$ cat config.mk
export PLATFORM = sky130hd
export DESIGN_NAME = dbus_arb_np
export DESIGN_NICKNAME = d
export VERILOG_FILES = /design/src/rtl/dbus_arb_np.sv
export SDC_FILE = /design/constraint.sdc
export NUM_CORES = 1
export LEC_CHECK = 0
export ABC_CLOCK_PERIOD_IN_PS = 3200
export CAP_MARGIN = 20
export CELL_PAD_IN_SITES_DETAIL_PLACEMENT = 0
export CELL_PAD_IN_SITES_GLOBAL_PLACEMENT = 1
export CORE_MARGIN = 5
export CORE_UTILIZATION = 22
export DETAILED_ROUTE_END_ITERATION = 8
export HOLD_SLACK_MARGIN = 0.1
export PLACE_DENSITY = 0.88
export SETUP_SLACK_MARGIN = 0.15
export SYNTH_ARGS = -nofsm -noshare
export SYNTH_HDL_FRONTEND = slang
export SYNTH_SLANG_ARGS = --single-unit
$ cat constraint.sdc
create_clock -name clk_i -period 3.2 [get_ports clk_i]
set_input_delay 0.48 -clock clk_i [delete_from_list [all_inputs] [get_ports clk_i]]
set_output_delay 0.48 -clock clk_i [all_outputs]
set_load 0.01 [all_outputs]
$ cat src/rtl/dbus_arb_np.sv
// dbus_arb_np - multi-port data-bus arbiter.
//
// Arbitrates NCORES core LSU requests onto NPORTS external synchronous-read
// DMEM ports. Core c is statically mapped to port c % NPORTS, and its local
// index on that port is c / NPORTS. Each port grants round-robin among its
// cores. Two ports writing the same address in one cycle are resolved in favour
// of the lower port. LR/SC reservations follow RISC-V semantics. Read data and
// SC results come back as a 1-cycle rvalid pulse one cycle after acceptance.
//
// Optional feature: define DBUS_RESV_TIMEOUT_EN to give every reservation a
// lifetime of RESV_TIMEOUT cycles. Without it, a reservation lives until it is
// consumed or invalidated.
//
// Ports:
//   clk_i, rst_ni            clock, asynchronous active-low reset
//   re_packed_i/we_packed_i  per-core read/write request (re wins if both)
//   addr_packed_i            per-core word address (DMEM_ADDRW each)
//   wdata_packed_i           per-core write data (32 each)
//   wstrb_packed_i           per-core byte strobes (4 each)
//   is_lr_packed_i           read is LR
//   is_sc_packed_i           write is SC
//   rdata_packed_o           read data or SC result (0 = success)
//   rvalid_packed_o          1-cycle pulse, rdata valid
//   stall_packed_o           request not accepted this cycle
//   mem_re_o/mem_we_o        per-port read/write enables
//   mem_addr_o/mem_wdata_o/mem_wstrb_o  per-port address, data, strobes
//   mem_rdata_i              per-port read data, valid 1 cycle after mem_re_o

`ifndef NCORES
`define NCORES 4
`endif
`ifndef DMEM_ADDRW
`define DMEM_ADDRW 10
`endif

module dbus_arb_np #(
    parameter int unsigned NCORES       = `NCORES,
    parameter int unsigned NPORTS       = 2,
    parameter int unsigned DMEM_ADDRW   = `DMEM_ADDRW,
    parameter int unsigned RESV_TIMEOUT = 64
) (
    input  logic                         clk_i,
    input  logic                         rst_ni,
    input  logic [NCORES-1:0]            re_packed_i,
    input  logic [NCORES-1:0]            we_packed_i,
    input  logic [DMEM_ADDRW*NCORES-1:0] addr_packed_i,
    input  logic [32*NCORES-1:0]         wdata_packed_i,
    input  logic [4*NCORES-1:0]          wstrb_packed_i,
    input  logic [NCORES-1:0]            is_lr_packed_i,
    input  logic [NCORES-1:0]            is_sc_packed_i,
    output logic [32*NCORES-1:0]         rdata_packed_o,
    output logic [NCORES-1:0]            rvalid_packed_o,
    output logic [NCORES-1:0]            stall_packed_o,
    output logic [NPORTS-1:0]            mem_re_o,
    output logic [NPORTS-1:0]            mem_we_o,
    output logic [DMEM_ADDRW*NPORTS-1:0] mem_addr_o,
    output logic [32*NPORTS-1:0]         mem_wdata_o,
    output logic [4*NPORTS-1:0]          mem_wstrb_o,
    input  logic [32*NPORTS-1:0]         mem_rdata_i
);

    // Maximum number of cores sharing one port, and derived widths.
    localparam int unsigned LPP = (NCORES + NPORTS - 1) / NPORTS;
    localparam int unsigned PW  = (LPP > 1) ? $clog2(LPP) : 1;
    localparam int unsigned CW  = (NCORES > 1) ? $clog2(NCORES) : 1;

    function automatic int unsigned cores_on_port(input int unsigned p);
        return (NCORES - p + NPORTS - 1) / NPORTS;
    endfunction

    logic [NCORES-1:0]     req;
    logic [NCORES-1:0]     accepted;

    // Per-port grant and decode
    logic [NPORTS-1:0]     g_vld, g_re, g_we, g_lr, g_sc;
    logic [NPORTS-1:0]     sc_ok, wr_mem, revoke, acc;
    logic [CW-1:0]         g_core [NPORTS];
    logic [PW-1:0]         g_next [NPORTS];
    logic [DMEM_ADDRW-1:0] g_addr [NPORTS];

    // Round-robin pointers (local index per port)
    logic [PW-1:0]         rr_q [NPORTS];
    logic [PW-1:0]         rr_d [NPORTS];

    // Pending responses, one per port
    logic [NPORTS-1:0]     rsp_vld_q, rsp_vld_d;
    logic [NPORTS-1:0]     rsp_sc_q, rsp_sc_d;
    logic [NPORTS-1:0]     rsp_fail_q, rsp_fail_d;
    logic [CW-1:0]         rsp_core_q [NPORTS];
    logic [CW-1:0]         rsp_core_d [NPORTS];

    // Reservations
    logic [NCORES-1:0]     resv_vld_q, resv_vld_d;
    logic [DMEM_ADDRW-1:0] resv_addr_q [NCORES];
    logic [DMEM_ADDRW-1:0] resv_addr_d [NCORES];
    logic [NCORES-1:0]     resv_live;

`ifdef DBUS_RESV_TIMEOUT_EN
    localparam int unsigned CNTW = $clog2(RESV_TIMEOUT + 1);
    logic [CNTW-1:0]       cnt_q [NCORES];
    logic [CNTW-1:0]       cnt_d [NCORES];

    // A reservation whose counter has reached zero no longer satisfies an SC.
    always_comb begin
        for (int unsigned c = 0; c < NCORES; c++) begin
            resv_live[c] = resv_vld_q[c] & (cnt_q[c] != '0);
        end
    end
`else
    assign resv_live = resv_vld_q;
`endif

    assign req = re_packed_i | we_packed_i;

    // ------------------------------------------------------------------
    // Round-robin arbitration per port
    // ------------------------------------------------------------------
    always_comb begin
        int unsigned n, l, c;
        n = 0;
        l = 0;
        c = 0;
        for (int unsigned p = 0; p < NPORTS; p++) begin
            g_vld[p]  = 1'b0;
            g_core[p] = '0;
            g_next[p] = '0;
            n = cores_on_port(p);
            for (int unsigned i = 0; i < LPP; i++) begin
                if (i < n) begin
                    // rr pointer is always < n, so one wrap suffices
                    l = 32'(rr_q[p]) + i;
                    if (l >= n) l = l - n;
                    c = l * NPORTS + p;
                    if (!g_vld[p] && req[CW'(c)]) begin
                        g_vld[p]  = 1'b1;
                        g_core[p] = CW'(c);
                        g_next[p] = (l + 1 >= n) ? '0 : PW'(l + 1);
                    end
                end
            end
        end
    end

    // ------------------------------------------------------------------
    // Grant decode, SC evaluation, write-write conflict resolution
    // ------------------------------------------------------------------
    always_comb begin
        logic [CW-1:0] gc;
        gc = '0;
        for (int unsigned p = 0; p < NPORTS; p++) begin
            gc        = g_core[p];
            g_re[p]   = g_vld[p] & re_packed_i[gc];
            g_we[p]   = g_vld[p] & we_packed_i[gc] & ~re_packed_i[gc];
            g_lr[p]   = g_re[p] & is_lr_packed_i[gc];
            g_sc[p]   = g_we[p] & is_sc_packed_i[gc];
            g_addr[p] = addr_packed_i[32'(gc)*DMEM_ADDRW +: DMEM_ADDRW];
            // Uses registered reservation state only
            sc_ok[p]  = g_sc[p] & resv_live[gc] & (resv_addr_q[gc] == g_addr[p]);
            wr_mem[p] = g_we[p] & (~g_sc[p] | sc_ok[p]);
        end
        // Comparing against every lower port's raw write is enough: if a lower
        // port is itself revoked, its own winner has the same address too.
        for (int unsigned p = 0; p < NPORTS; p++) begin
            revoke[p] = 1'b0;
            for (int unsigned q = 0; q < p; q++) begin
                if (wr_mem[q] && wr_mem[p] && (g_addr[q] == g_addr[p])) begin
                    revoke[p] = 1'b1;
                end
            end
            // Nothing is accepted while reset is asserted, so memory goes idle
            acc[p] = g_vld[p] & ~revoke[p] & rst_ni;
        end
    end

    assign mem_re_o = acc & g_re;
    assign mem_we_o = acc & wr_mem;

    // ------------------------------------------------------------------
    // Core-side and memory-side outputs
    // ------------------------------------------------------------------
    always_comb begin
        accepted        = '0;
        rvalid_packed_o = '0;
        rdata_packed_o  = '0;
        mem_addr_o      = '0;
        mem_wdata_o     = '0;
        mem_wstrb_o     = '0;
        for (int unsigned p = 0; p < NPORTS; p++) begin
            if (acc[p]) begin
                accepted[g_core[p]] = 1'b1;
            end
            if (mem_re_o[p] || mem_we_o[p]) begin
                mem_addr_o[p*DMEM_ADDRW +: DMEM_ADDRW] = g_addr[p];
            end
            if (mem_we_o[p]) begin
                mem_wdata_o[p*32 +: 32] = wdata_packed_i[32'(g_core[p])*32 +: 32];
                mem_wstrb_o[p*4 +: 4]   = wstrb_packed_i[32'(g_core[p])*4 +: 4];
            end
            if (rsp_vld_q[p]) begin
                rvalid_packed_o[rsp_core_q[p]] = 1'b1;
                rdata_packed_o[32'(rsp_core_q[p])*32 +: 32] =
                    rsp_sc_q[p] ? {31'b0, rsp_fail_q[p]} : mem_rdata_i[p*32 +: 32];
            end
        end
        stall_packed_o = req & ~accepted;
    end

    // ------------------------------------------------------------------
    // Next state: pointers, responses, reservations
    // ------------------------------------------------------------------
    always_comb begin
        for (int unsigned p = 0; p < NPORTS; p++) begin
            rr_d[p]       = acc[p] ? g_next[p] : rr_q[p];
            rsp_core_d[p] = g_core[p];
        end
        rsp_vld_d  = acc & (g_re | g_sc);
        rsp_sc_d   = g_sc;
        rsp_fail_d = ~sc_ok;
    end

    always_comb begin
        resv_vld_d  = resv_vld_q;
        resv_addr_d = resv_addr_q;
`ifdef DBUS_RESV_TIMEOUT_EN
        cnt_d = cnt_q;
        for (int unsigned c = 0; c < NCORES; c++) begin
            if (resv_vld_q[c]) begin
                if (cnt_q[c] == '0) resv_vld_d[c] = 1'b0;
                else                cnt_d[c]      = cnt_q[c] - CNTW'(1);
            end
        end
`endif
        for (int unsigned p = 0; p < NPORTS; p++) begin
            if (acc[p] && g_sc[p]) begin
                resv_vld_d[g_core[p]] = 1'b0;
            end
            if (acc[p] && g_lr[p]) begin
                resv_vld_d[g_core[p]]  = 1'b1;
                resv_addr_d[g_core[p]] = g_addr[p];
`ifdef DBUS_RESV_TIMEOUT_EN
                cnt_d[g_core[p]] = CNTW'(RESV_TIMEOUT);
`endif
            end
        end
        // Invalidation runs after LR capture so a same-cycle matching write wins
        for (int unsigned p = 0; p < NPORTS; p++) begin
            if (mem_we_o[p]) begin
                for (int unsigned c = 0; c < NCORES; c++) begin
                    if (resv_addr_d[c] == g_addr[p]) resv_vld_d[c] = 1'b0;
                end
            end
        end
    end

    always_ff @(posedge clk_i or negedge rst_ni) begin
        if (!rst_ni) begin
            rsp_vld_q  <= '0;
            rsp_sc_q   <= '0;
            rsp_fail_q <= '0;
            resv_vld_q <= '0;
            for (int unsigned p = 0; p < NPORTS; p++) begin
                rr_q[p]       <= '0;
                rsp_core_q[p] <= '0;
            end
            for (int unsigned c = 0; c < NCORES; c++) begin
                resv_addr_q[c] <= '0;
`ifdef DBUS_RESV_TIMEOUT_EN
                cnt_q[c] <= '0;
`endif
            end
        end else begin
            rsp_vld_q   <= rsp_vld_d;
            rsp_sc_q    <= rsp_sc_d;
            rsp_fail_q  <= rsp_fail_d;
            resv_vld_q  <= resv_vld_d;
            rr_q        <= rr_d;
            rsp_core_q  <= rsp_core_d;
            resv_addr_q <= resv_addr_d;
`ifdef DBUS_RESV_TIMEOUT_EN
            cnt_q <= cnt_d;
`endif
        end
    end

endmodule

==> reports/results.ini <==
[drt]
drtPass1Iterations = 8
met2_length_um = 25800
vias_per_cell = 5.21
m1WireLength_um = 21100
drc = 0
detail_route.iter0.violations = 1091
avgRoutedWirePerCell_um = 24.6
wl_met3_um = 4690
routed_wl_um = 53700
vias = 11400
top_layer = met5
final_antenna_net_count = 0

[global_routing]
grt_pass1_vias = 11500
globalRouteOverflowTotal = 0
grt_pass1_wl_um = 75600
antenna_found_initial = 7
grt_max_degree = 42
grtUsageTotal = 0.271

[clocking]
cts_num_sinks = 55
cts_tree = built
cts_made_buffers = 5
clock_latency_ns = 0.32
root_buffer = clkbuf_16
clk_pin_slew_ns = 0.08
htreeDepth = 2
cts_buffer_depth = 2
cts_hold_buf = 0

[cells_and_area]
fin_nets = 2015
fillers = 3162
layout_commonest_cell = clkdlybuf4s50_1
drive_gt1_frac = 0.333
area_growth_pct = 119
post-route-util = 0.487
final_cell_mix = clkdlybuf4s50_1, buf_4, nor2_1

[floorplanning]
die_area_um2 = 36700
ios = 498
initial_core_util = 0.223
fp.dieW_um = 191
core_um2 = 32500
rows = 66
die-height_um = 191

[sta]
rsz0062_at_grt = yes
hold_viol = 0
finalClockSkew_ns = 0.00534
tightest_slew_ns = 0.881
setup_slack_ns = -0.545
max_freq_mhz = 267
tns_ns = -26.12
min_period_over_period = 1.17
period_minus_slack_ns = 3.74
finalSetupViolCount = 87
drv_slew = 0
max_slew_margin = 0.413

[worst_setup_path]
worstPathCellList = clkdlybuf4s50_1 -> o21bai_1 -> o32ai_4 -> or2_1 -> a222oi_1 -> a41o_1 -> nand4b_1 -> buf_4 -> nand3_4 -> buf_12 -> buf_6 -> buf_12 -> buf_16 -> nor2_4 -> buf_6
crit_required_ns = 2.72
start_kind = primary input
cp-end-kind = output port
crit_arrival_ns = 3.26
crit_type = in2out
crit_path_max_incr_delay_ns = 0.46
critical_path.slowest_cell = clkdlybuf4s50_1
crit_path_max_fanout = 8

[synth]
synth_largest_area_cell = dfrtp_1
syn_nets = 1292
synth_cell_types = 78
synth_top_area_frac = 0.190
synth-edff-count = 0
synth_area_um2 = 7250
synth-async-reset-ratio = 1.00
syn_area_per_cell_um2 = 7.10
ys.flop_type = dfrtp_1
synth_area_leaders = dfrtp_1, xnor2_1, nor2_1
synth_seq_cells = 55
synthCells = 1020
ys_seq_area_frac = 0.190
yosysWarnings = 0

[power_and_ir_drop]
power_per_cell_area_nw_per_um2 = 425
switching_share = 0.445
switching_power_mw = 3.00
p_int_mw = 3.74
p_comb_frac = 0.723
p_seq_frac = 0.186
leakage_nw = 7.13
vdd_ir_drop_max_mv = 0.275
p_clk_frac = 0.092

[placed_design]
place_congestion = 0.971
io_buffers = 497
dp_hpwl_um = 41800

[status]
status = finished, violations left
violations = negative setup slack

[hold_path]
min_path_type = in2async

[job]
drv_cap = 0

## layer usage
| metal | vias to the layer above | track usage |
|---|---|---|
| met4 | 10 | 0.0903 |
| met1 | 5476 | 0.337 |
| met3 | 126 | 0.0694 |
| met5 | - | 0 |
| li1 | 5118 | - |
| met2 | 675 | 0.458 |
## final timing paths
kind                              startpoint         endpoint  slack [ns]  cells after the start
max                        addr_packed_i[12]  mem_wdata_o[54]       -0.54                     15
min                                   rst_ni    rsp_core_q[0]        0.18                      2
max reg2reg                  resv_addr_q[19]    rsp_fail_q[0]       -0.01                     21
min reg2reg                  resv_addr_q[20]  resv_addr_q[20]        0.60                      2
max in group asynchronous             rst_ni  resv_addr_q[34]        2.42                      2
min in group clk_i                    rst_ni          rr_q[1]        0.52                      3
## what timing repair did
item | in CTS | in global routing
pin swaps | 40 | 25
gates resized for setup | 685 | 97
buffers inserted | 63 | 14
cloned | 10 | 0
endpoints found under the setup margin | 199 | 143
## worst max-delay path: cells and delay by family
| family | cells | cell delay, ns |
|---|---|---|
| AND/OR/NAND/NOR | 4 | 0.51 |
| AO/OA/AOI/OAI | 4 | 1.03 |
| buffers and inverters | 7 | 1.21 |
## power groups by stage
stage | Clock (mW) | Combinational, mW | Sequential [mW]
final | 0.618 | 4.87 | 1.25
after global routing | 0.648 | 5.15 | 1.27
after CTS | 0.623 | 4.62 | 1.24
after detailed placement | 0 | 4.24 | 1.24
after global placement | 0 | 4.21 | 1.23
after floorplan | 0 | 2.16 | 1.14
## area by class of cell
| cell class | count | area (um2) | share of cell area |
|---|---|---|---|
| clock inverters | 1 | 8.76 | 0.000553 |
| well taps | 442 | 553 | 0.0349 |
| multi-input cells | 830 | 6150 | 0.388 |
| flip-flops and latches | 55 | 1380 | 0.0870 |
| repair buffers | 800 | 7400 | 0.467 |
| diodes | 2 | 5.00 | 0.000316 |
| clock buffers | 6 | 139 | 0.00877 |
| inverters | 51 | 204 | 0.0129 |
## flip-flops by register name (all words and copies together) (netlist names)
| signal | cells |
|---|---|
| resv_live | 4 |
| resv_addr_q | 40 |
| rsp_vld_q | 2 |
| rsp_core_q | 3 |
| rsp_sc_q | 2 |
| rsp_fail_q | 2 |
| rr_q | 2 |
## cells by family after synthesis
logic type	synth area share
xor gates and xnor gates	0.126
DFF	0.190
and+or+nand+nor	0.273
buffers and inverters	0.0770
adders and majority gates	0.0104
AOI/OAI and AO/OA	0.265
muxes	0.0592
## per-stage QoR
stage | hold slack, ns | std cells | total power, mW | area, um2 | setup WS [ns]
2_1_floorplan | 0.184 | 1020 | 3.30 | 7520 | 0.0757
3_3_place_gp | 0.511 | 2092 | 5.44 | 14400 | -1.17
3_5_place_dp | 0.509 | 2092 | 5.48 | 14400 | -1.22
4_1_cts | 0.177 | 2172 | 6.48 | 15500 | -0.542
5_1_grt | 0.187 | 2186 | 7.07 | 15800 | -0.621
6_report | 0.180 | 2187 | 6.74 | 15800 | -0.545
## cell usage after synthesis (6+ instances only)
cell and instances:
a21oi_1 53, a222oi_1 39, and2_1 8, buf_1 7, buf_2 13, clkbuf_1 59, dfrtp_1 55, ha_1 6
inv_1 47, mux2_2 6, mux2i_1 35, nand2_1 108, nand2b_1 64, nand3_1 9, nand4_1 12, nor2_1 140
nor2_2 10, nor3_1 11, nor4_1 16, o21ai_0 26, o21bai_1 10, o22ai_1 68, o32a_1 12, xnor2_1 82
xor2_1 22
(Power assumes the default switching activity.)
